[config.mk]
export PLATFORM = sky130hd
export DESIGN_NAME = beam_draw_arbiter_flat
export DESIGN_NICKNAME = d
export VERILOG_FILES = /design/src/rtl/beam_draw_arbiter_if.sv /design/src/rtl/beam_draw_arbiter.sv /design/src/flat_wrapper.sv
export SDC_FILE = /design/constraint.sdc
export NUM_CORES = 1
export LEC_CHECK = 0
export CAP_MARGIN = 20
export CORE_UTILIZATION = 36
export DETAILED_ROUTE_END_ITERATION = 12
export PLACE_DENSITY = 0.83
export SLEW_MARGIN = 20
export SYNTH_ARGS = -nofsm -noshare
export SYNTH_HDL_FRONTEND = slang
export SYNTH_SLANG_ARGS = --single-unit
[constraint.sdc]
create_clock -name CLOCK_50 -period 1.65 [get_ports CLOCK_50]
set_input_delay 0.33 -clock CLOCK_50 [delete_from_list [all_inputs] [get_ports CLOCK_50]]
set_output_delay 0.33 -clock CLOCK_50 [all_outputs]
set_load 0.05 [all_outputs]
[src/rtl/beam_draw_arbiter_if.sv]
// Requester and drawer bus for beam_draw_arbiter.
// master: the arbiter (drives acks and the drawer command).
// slave: the environment (requesters and the drawer).
interface beam_draw_arbiter_if #(
  parameter int unsigned N_REQ = 4
);
  logic [N_REQ-1:0]   req;
  logic [8*N_REQ-1:0] req_x;
  logic [7*N_REQ-1:0] req_y;
  logic [3*N_REQ-1:0] req_colour;
  logic [N_REQ-1:0]   ack;
  logic               bc_go;
  logic [7:0]         bc_x;
  logic [6:0]         bc_y;
  logic [2:0]         bc_colour;
  logic               bc_done;

  modport master (
    input  req, req_x, req_y, req_colour, bc_done,
    output ack, bc_go, bc_x, bc_y, bc_colour
  );

  modport slave (
    output req, req_x, req_y, req_colour, bc_done,
    input  ack, bc_go, bc_x, bc_y, bc_colour
  );
endinterface

[src/rtl/beam_draw_arbiter.sv]
// Shares the 2x4 beam-block drawer between N_REQ requesters.
// The winning requester's x/y/colour are latched and sent to the drawer.
// bc_go is pulsed, the arbiter waits for bc_done (bounded by TIMEOUT) and
// then acknowledges the requester.
// Optional feature: define DRAW_ARB_RR_EN for round-robin arbitration;
// otherwise the lowest asserted index wins.
module beam_draw_arbiter #(
  parameter int unsigned N_REQ   = 4,
  parameter int unsigned TIMEOUT = 255
) (
  input  logic                CLOCK_50,
  input  logic                reset,
  beam_draw_arbiter_if.master bus,
  output logic                busy,
  output logic                timeout_err
);

  localparam int unsigned IDX_W = (N_REQ > 1) ? $clog2(N_REQ) : 1;
  localparam int unsigned CNT_W = 8;
  // Compare against TIMEOUT-1 so the abort lands TIMEOUT+1 cycles after go.
  localparam logic [CNT_W-1:0] CNT_LAST = CNT_W'(TIMEOUT - 1);

  typedef enum logic [1:0] {IDLE, ISSUE, WAIT, ACK} state_t;

  state_t             state, state_d;
  logic [IDX_W-1:0]   winner, winner_d;
  logic [CNT_W-1:0]   cnt, cnt_d;
  logic [IDX_W-1:0]   pick_c;
  logic               pick_valid_c;
  logic [7:0]         sel_x_c, x_d;
  logic [6:0]         sel_y_c, y_d;
  logic [2:0]         sel_colour_c, colour_d;
  logic [N_REQ-1:0]   ack_d;
  logic               go_d;
  logic               busy_d;
  logic               err_d;

`ifdef DRAW_ARB_RR_EN
  logic [IDX_W-1:0]   rr_ptr, rr_ptr_d;

  // Requester index at offset off from base, wrapping at N_REQ.
  function automatic logic [IDX_W-1:0] rr_slot(input logic [IDX_W-1:0] base,
                                               input int unsigned off);
    int unsigned s;
    s = 32'(base) + off;
    if (s >= N_REQ) s = s - N_REQ;
    return IDX_W'(s);
  endfunction
`endif

  // Winner selection among asserted requests.
  always_comb begin
    pick_valid_c = 1'b0;
    pick_c       = '0;
`ifdef DRAW_ARB_RR_EN
    for (int unsigned k = 0; k < N_REQ; k++) begin
      if (!pick_valid_c && bus.req[rr_slot(rr_ptr, k)]) begin
        pick_valid_c = 1'b1;
        pick_c       = rr_slot(rr_ptr, k);
      end
    end
`else
    for (int unsigned i = 0; i < N_REQ; i++) begin
      if (!pick_valid_c && bus.req[i]) begin
        pick_valid_c = 1'b1;
        pick_c       = IDX_W'(i);
      end
    end
`endif
  end

  // Coordinate mux for the selected requester.
  always_comb begin
    sel_x_c      = '0;
    sel_y_c      = '0;
    sel_colour_c = '0;
    for (int unsigned i = 0; i < N_REQ; i++) begin
      if (pick_c == IDX_W'(i)) begin
        sel_x_c      = bus.req_x[8*i +: 8];
        sel_y_c      = bus.req_y[7*i +: 7];
        sel_colour_c = bus.req_colour[3*i +: 3];
      end
    end
  end

  // Next-state and next-output logic.
  always_comb begin
    state_d  = state;
    winner_d = winner;
    cnt_d    = cnt;
    x_d      = bus.bc_x;
    y_d      = bus.bc_y;
    colour_d = bus.bc_colour;
    err_d    = timeout_err;
`ifdef DRAW_ARB_RR_EN
    rr_ptr_d = rr_ptr;
`endif
    case (state)
      IDLE: begin
        if (pick_valid_c) begin
          state_d  = ISSUE;
          winner_d = pick_c;
          x_d      = sel_x_c;
          y_d      = sel_y_c;
          colour_d = sel_colour_c;
        end
      end
      ISSUE: begin
        cnt_d   = '0;
        state_d = WAIT;
      end
      WAIT: begin
        if (bus.bc_done) begin
          state_d = ACK;
        end else if (cnt == CNT_LAST) begin
          err_d   = 1'b1;
          state_d = ACK;
        end else begin
          cnt_d = cnt + CNT_W'(1);
        end
      end
      ACK: begin
`ifdef DRAW_ARB_RR_EN
        rr_ptr_d = (winner == IDX_W'(N_REQ - 1)) ? '0 : winner + IDX_W'(1);
`endif
        state_d = IDLE;
      end
      default: state_d = IDLE;
    endcase
    go_d   = (state_d == ISSUE);
    busy_d = (state_d != IDLE);
    ack_d  = (state_d == ACK) ? (N_REQ'(1) << winner_d) : '0;
  end

  // State and registered outputs.
  always_ff @(posedge CLOCK_50) begin
    if (reset) begin
      state         <= IDLE;
      winner        <= '0;
      cnt           <= '0;
      bus.ack       <= '0;
      bus.bc_go     <= 1'b0;
      bus.bc_x      <= '0;
      bus.bc_y      <= '0;
      bus.bc_colour <= '0;
      busy          <= 1'b0;
      timeout_err   <= 1'b0;
`ifdef DRAW_ARB_RR_EN
      rr_ptr        <= '0;
`endif
    end else begin
      state         <= state_d;
      winner        <= winner_d;
      cnt           <= cnt_d;
      bus.ack       <= ack_d;
      bus.bc_go     <= go_d;
      bus.bc_x      <= x_d;
      bus.bc_y      <= y_d;
      bus.bc_colour <= colour_d;
      busy          <= busy_d;
      timeout_err   <= err_d;
`ifdef DRAW_ARB_RR_EN
      rr_ptr        <= rr_ptr_d;
`endif
    end
  end

endmodule

[src/flat_wrapper.sv]
// flat-port wrapper written by rule: the top's interface ports become plain ports
module beam_draw_arbiter_flat 
#(
  parameter int unsigned N_REQ   = 4,
  parameter int unsigned TIMEOUT = 255
)
  (CLOCK_50, reset, busy, timeout_err, bus_req, bus_req_x, bus_req_y, bus_req_colour, bus_bc_done, bus_ack, bus_bc_go, bus_bc_x, bus_bc_y, bus_bc_colour);
  beam_draw_arbiter_if #(.N_REQ(N_REQ)) bus_i ();
  input  logic CLOCK_50;
  input  logic reset;
  output logic busy;
  output logic timeout_err;
  input wire logic [$bits(bus_i.req)-1:0] bus_req;
  input wire logic [$bits(bus_i.req_x)-1:0] bus_req_x;
  input wire logic [$bits(bus_i.req_y)-1:0] bus_req_y;
  input wire logic [$bits(bus_i.req_colour)-1:0] bus_req_colour;
  input wire logic [$bits(bus_i.bc_done)-1:0] bus_bc_done;
  output wire logic [$bits(bus_i.ack)-1:0] bus_ack;
  output wire logic [$bits(bus_i.bc_go)-1:0] bus_bc_go;
  output wire logic [$bits(bus_i.bc_x)-1:0] bus_bc_x;
  output wire logic [$bits(bus_i.bc_y)-1:0] bus_bc_y;
  output wire logic [$bits(bus_i.bc_colour)-1:0] bus_bc_colour;
  assign bus_i.req = bus_req;
  assign bus_i.req_x = bus_req_x;
  assign bus_i.req_y = bus_req_y;
  assign bus_i.req_colour = bus_req_colour;
  assign bus_i.bc_done = bus_bc_done;
  assign bus_ack = bus_i.ack;
  assign bus_bc_go = bus_i.bc_go;
  assign bus_bc_x = bus_i.bc_x;
  assign bus_bc_y = bus_i.bc_y;
  assign bus_bc_colour = bus_i.bc_colour;
  beam_draw_arbiter #(.N_REQ(N_REQ), .TIMEOUT(TIMEOUT)) u_core (.CLOCK_50(CLOCK_50), .reset(reset), .bus(bus_i), .busy(busy), .timeout_err(timeout_err));
endmodule
==> results.sh, run 1 <==
export IMPL_first_global_vias=2343
export IMPL_vias_per_cell=5.49
export IMPL_wl_mm=6.99
export IMPL_hp_class="reg -> reg"
export IMPL_root_buffer="clkbuf_8"
export IMPL_yosysMostFrequentCell="dfxtp_1"
export IMPL_slew_viol_final=0
export IMPL_io_buffers=103
export IMPL_yosysTopAreaCell="dfxtp_1"
export IMPL_grt_pass1_wl_mm=10.9
export IMPL_area_growth_pct=68.7
export IMPL_postSynthAreaPerCell_um2=8.23
export IMPL_rows=26
export IMPL_ys_flop_type="dfxtp_1"
export IMPL_setup_viol=0
export IMPL_dp_cells=414
export IMPL_num_io_pins=104
export IMPL_overflow=0
export IMPL_required_ns=1.85
export IMPL_num_vias=2359
export IMPL_r2r_slack_ns=0.11
export IMPL_worstPathArrival_ns=1.82
export IMPL_critPathMaxFanout=18
export IMPL_antenna_found_initial=0
export IMPL_dp_hpwl_mm=4.69
export IMPL_synth_commonest_cells="dfxtp_1 (37), nor2_1 (33), a21oi_1 (21), nand2_1 (21), nand3_1 (21)"
export IMPL_fp_dieW_um=76.8
export IMPL_power_mw=4.54
export IMPL_r2r_start="u_core.cnt[0]"
export IMPL_dr_pass1_iters=4
export IMPL_endpoint_kind="flip-flop"
export IMPL_synth_distinct_cells=35
export IMPL_peakVddDrop_mv=0.855
export IMPL_die_area_um2=5900
export IMPL_cts_num_sinks=37
export IMPL_p_leak_nw=1.33
export IMPL_timing_rr_end="u_core.bus.ack[1]"
export IMPL_gp_congestion=0.789
export IMPL_clock_path_buffers=2
export IMPL_die_height_um=76.8
export IMPL_maxSlewHeadroom_pct=79.8
export IMPL_coreArea_um2=5240
export IMPL_grt_total_usage_pct=23.4
export IMPL_holdPathStages=2
export IMPL_synth_edf_count=0
export IMPL_rr_worst_depth=7
export IMPL_period_needed_ns=1.61
export IMPL_synthTopCellsByArea="dfxtp_1 (37%), a311oi_1 (8.3%), o2bb2ai_1 (7.8%)"
export IMPL_netlist_area_um2=2020
export IMPL_worstHoldStart="u_core.timeout_err"
export IMPL_rsz0062_at_grt="no"
export IMPL_drt_initial_drc_count=191
export IMPL_clock_fmax_ghz=0.621
export IMPL_outcome="completed"
export IMPL_hold_viol=0
export IMPL_synth_seq_cells=37
export IMPL_drv_cap=0
export IMPL_fin_crit_sh_pct=97.6
export IMPL_ys_warn_count=0
export IMPL_detail_route_antenna_nets=0
export IMPL_synthArstFlopShare_pct=0
export IMPL_nets=444
export IMPL_diodes=0
export IMPL_fin_cells=430
export IMPL_grt_max_degree=37
export IMPL_initial_core_util_pct=38.5
export IMPL_power_density_nw_per_um2=1330
export IMPL_tightest_slew_ns=0.299
export IMPL_wl_per_cell_um=16.3
export IMPL_critical_path_class="in -> reg"
export IMPL_yosysTopAreaCellShare_pct=36.7
export IMPL_cts_buffers_inserted=5
export IMPL_cts_tree="built"
export IMPL_synth_cells=245
export IMPL_seq_area_frac_synth_pct=36.7
export IMPL_start_kind="primary input"
export IMPL_htreeDepth=2
export IMPL_min_to="u_core.timeout_err"
export IMPL_drc=0
export IMPL_clk_pin_slew_worst_paths_ns=0.08
export IMPL_clock_latency_ns=0.30
export IMPL_syn_nets=330
export IMPL_drive_above_1_share_pct=20.3
export IMPL_clock_skew_ns=0.00641
[final cells by class]
cell class                      count  area, um^2
Fill cell                         436        1840
Timing Repair Buffer              125        1240
Multi-Input combinational cell    185        1220
Sequential cell                    37         743
Tap cell                           70        87.6
Clock buffer                        5        68.8
Inverter                            5        18.8
Clock inverter                      3        17.5
[power breakdown]
group          internal (mW)  total, mW  switching [mW]
Clock                  0.292      0.636           0.344
Combinational           1.09       2.63            1.54
Sequential              1.14       1.27           0.128
Total                   2.53       4.54            2.01
[cells by family after synthesis]
logic type / after synthesis / share of synthesized area [%]
muxes: 2 / 1.06
buffers and inverters: 25 / 6.15
AOI/OAI and AO/OA: 73 / 26.3
xor gates and xnor gates: 4 / 1.74
DFF: 37 / 36.7
and+or+nand+nor: 98 / 24.3
adders and majority gates: 6 / 3.72
[sequential cells by signal, summed over array words and instances (netlist names)]
signal                flops
u_core.timeout_err        1
u_core.bus.bc_colour      3
u_core.cnt                8
u_core.bus.bc_go          1
u_core.winner             2
u_core.busy               1
u_core.state              2
u_core.bus.bc_y           7
u_core.bus.bc_x           8
u_core.bus.ack            4
[worst max-delay path: stages]
cell	delay [ns]
dlygate4sd2_1	0.29
buf_6	0.17
o41a_1	0.43
buf_4	0.18
clkbuf_16	0.18
a311oi_1	0.23
[how the worst max path moves through the flow]
stage | slack, ns | depth (start not counted) | endpoint | from
floorplan | 0.03 | 6 | u_core.bus.bc_x[0] | bus_req[0]
global placement | -0.32 | 4 | u_core.bus.ack[3] | bus_req[3]
detailed placement | -0.38 | 7 | u_core.bus.bc_y[0] | bus_req[1]
CTS | 0.05 | 6 | u_core.cnt[7] | u_core.state[0]
global route | 0.00008 | 7 | u_core.bus.ack[3] | u_core.state[1]
finish | 0.04 | 6 | u_core.bus.bc_y[0] | bus_req[0]
[metal layers]
metal,wire length [um],track usage [%]
met1,2690,25.7
met2,3520,40.8
met3,575,6.90
met4,201,11.5
met5,0,0
[cell usage in the layout (no fill, tap or decap), types with 16 or more instances in the layout]
cell and count:
clkdlybuf4s50_1 74, buf_4 36, dfxtp_1 35, nor2_1 32, nand3_1 21, a21oi_1 21
nand2_1 21, o2bb2ai_1 18, a311oi_1 16
[per-stage QoR]
stage / worst slack (ns) / hold WS [ns] / utilization [%] / setup TNS (ns) / instance area (um^2)
6_report: 0.0388 / 0.492 / 64.9 / 0 / 3400
5_1_grt: 0.0000775 / 0.521 / 64.9 / 0 / 3400
4_1_cts: 0.0480 / 0.491 / 62.8 / 0 / 3290
3_5_place_dp: -0.378 / 0.471 / 60.1 / -8.05 / 3150
3_3_place_gp: -0.317 / 0.466 / 60.1 / -6.86 / 3150
2_1_floorplan: 0.0309 / 0.458 / - / 0 / 2020
[timing repair]
action / CTS / global route
gates resized for setup: 12 / 11
cloned: 2 / 2
hold buffers: 0 / 0
pin swaps: 6 / 2
endpoints found under the setup margin: 12 / 28
buffers inserted: 1 / 3
Note: power is estimated with default switching activity, not from simulation.
==> run 2: changes to the inputs <==
- PLACE_DENSITY: 0.83 -> 0.77
==> run 2 against run 1 <==
Setup slack better by 0.012 ns. Core utilization down 0.57 points. Combinational power down 5%. Largest cell class is now multi-input combinational cells.
==> results.sh, run 2 (synthesized netlist as in run 1, its figures left out) <==
export IMPL_final_common_cell="clkdlybuf4s50_1"
export IMPL_cts_buffers_inserted=5
export IMPL_path_delay_family="buffers and inverters"
export IMPL_holdWs_ns=0.485
export IMPL_grt_total_usage_pct=23.1
export IMPL_crit_buf_inv=4
export IMPL_slowest_stage="o41a_1"
export IMPL_critPathMaxFanout=18
export IMPL_cp_slowest_stage_delay_ns=0.45
export IMPL_largestRegisters="u_core.bus.bc_x: 8 flops, u_core.cnt: 8 flops, u_core.bus.bc_y: 7 flops"
export IMPL_p_leak_nw=1.32
export IMPL_wl_mm=6.80
export IMPL_fin_cells=431
export IMPL_coreArea_um2=5240
export IMPL_fin_crit_sh_pct=96.9
export IMPL_tightest_slew_ns=0.364
export IMPL_clock_latency_ns=0.30
export IMPL_htreeDepth=2
export IMPL_endpoint_kind="flip-flop"
export IMPL_area_growth_pct=67.2
export IMPL_setup_viol=0
export IMPL_clock_skew_ns=0.0157
export IMPL_r2r_start="u_core.cnt[0]"
export IMPL_io_buffers=103
export IMPL_dp_hpwl_mm=4.69
export IMPL_drv_cap=0
export IMPL_die_area_um2=5900
export IMPL_power_mw=4.44
export IMPL_drc=0
export IMPL_grt_pass1_wl_mm=10.8
export IMPL_start_kind="primary input"
export IMPL_diodes=0
export IMPL_rsz0062_at_grt="yes"
export IMPL_nets=446
export IMPL_r2r_slack_ns=0.11
export IMPL_worstHoldStart="u_core.timeout_err"
export IMPL_dpl_cell_area_um2=3150
export IMPL_drive_above_1_share_pct=20.8
export IMPL_power_density_nw_per_um2=1320
export IMPL_rr_worst_depth=6
export IMPL_peakVddDrop_mv=0.949
export IMPL_grt_max_degree=27
export IMPL_vias_per_cell=5.36
export IMPL_num_io_pins=104
export IMPL_cp_cell_sequence="dlygate4sd2_1 > buf_6 > o41a_1 > buf_4 > buf_12 > a311oi_1"
export IMPL_fp_dieW_um=76.8
export IMPL_critical_path_class="in -> reg"
export IMPL_holdPathStages=2
export IMPL_root_buffer="clkbuf_8"
export IMPL_slew_viol_final=0
export IMPL_antenna_found_initial=0
export IMPL_clk_pin_slew_worst_paths_ns=0.08
export IMPL_clock_fmax_ghz=0.625
export IMPL_hp_class="reg -> reg"
export IMPL_maxSlewHeadroom_pct=75.6
export IMPL_rows=26
export IMPL_hold_viol=0
export IMPL_detail_route_antenna_nets=0
export IMPL_critical_path_depth=6
export IMPL_num_vias=2311
export IMPL_clock_path_buffers=2
export IMPL_worstPathArrival_ns=1.81
export IMPL_gp_congestion=0.813
export IMPL_first_global_vias=2272
export IMPL_postLayoutCellArea_um2=3370
export IMPL_cts_tree="built"
export IMPL_overflow=0
export IMPL_final_cell_mix="clkdlybuf4s50_1 (74), buf_4 (43), dfxtp_1 (36), nor2_1 (32)"
export IMPL_dp_cells=418
export IMPL_required_ns=1.86
export IMPL_die_height_um=76.8
export IMPL_setup_worst_path_start="bus_req[0]"
export IMPL_outcome="completed"
export IMPL_initial_core_util_pct=38.5
export IMPL_dr_pass1_iters=4
export IMPL_period_needed_ns=1.60
export IMPL_cts_num_sinks=37
export IMPL_drt_initial_drc_count=92
export IMPL_fin_tns_setup_ns=0
export IMPL_wl_per_cell_um=15.8
==> run 2: path summary, 6_finish.rpt <==
| kind | end |
|---|---|
| max | u_core.bus.bc_x[5] |
| min | u_core.timeout_err |
| max reg2reg | u_core.cnt[1] |
| min reg2reg | u_core.timeout_err |
==> run 2: where the power goes <==
group | leakage, nW | switching [mW] | internal [mW]
registers | 0.305 | 0.135 | 1.14
clock network | 0.0433 | 0.331 | 0.331
logic | 0.970 | 1.49 | 1.01
total | 1.32 | 1.96 | 2.49
==> run 2: repair_timing <==
item	4_1_cts	5_1_grt
gates resized for setup	10	14
gates cloned	4	0
hold endpoints to repair	0	0
pin swaps	4	5
hold buffers	0	0
endpoints found under the setup margin	21	24
buffers inserted	1	1
==> run 2: worst reg2reg max path: cells and delay by family, from the launching register on <==
family / cells / cell delay (ns)
AND/OR/NAND/NOR: 2 / 0.25
buffers and inverters: 1 / 0.09
multiplexers: 1 / 0.37
adder cells (fa/ha/maj): 1 / 0.15
flip-flops: 1 / 0.34
AO/OA/AOI/OAI: 1 / 0.30
==> run 2: area by class of cell <==
cell class | instances | area, um^2
Clock buffer | 6 | 82.6
Clock inverter | 1 | 7.51
Fill cell | 487 | 1870
Inverter | 5 | 18.8
Multi-Input combinational cell | 185 | 1230
Sequential cell | 37 | 742
Tap cell | 70 | 87.6
Timing Repair Buffer | 127 | 1200
==> run 2: per-layer routing <==
| metal | up-vias | track usage [%] | routed length [um] |
|---|---|---|---|
| li1 | 1141 | - | - |
| met1 | 1067 | 25.0 | 2720 |
| met2 | 92 | 42.4 | 3500 |
| met3 | 11 | 7.74 | 477 |
| met4 | 0 | 5.96 | 99 |
| met5 | - | 0 | 0 |
==> run 2: per-stage QoR <==
step           utilization (%)  worst slack, ns
3_3_place_gp              60.2           -0.342
2_1_floorplan                -           0.0309
3_5_place_dp              60.2           -0.394
5_1_grt                   64.3          -0.0375
4_1_cts                   63.5           0.0196
6_report                  64.3           0.0510
==> run 3: changes to the inputs <==
- CAP_MARGIN: 20 -> 10
==> results of run 3 <==
Final layout, timing and power as in run 2 (identical DEF).
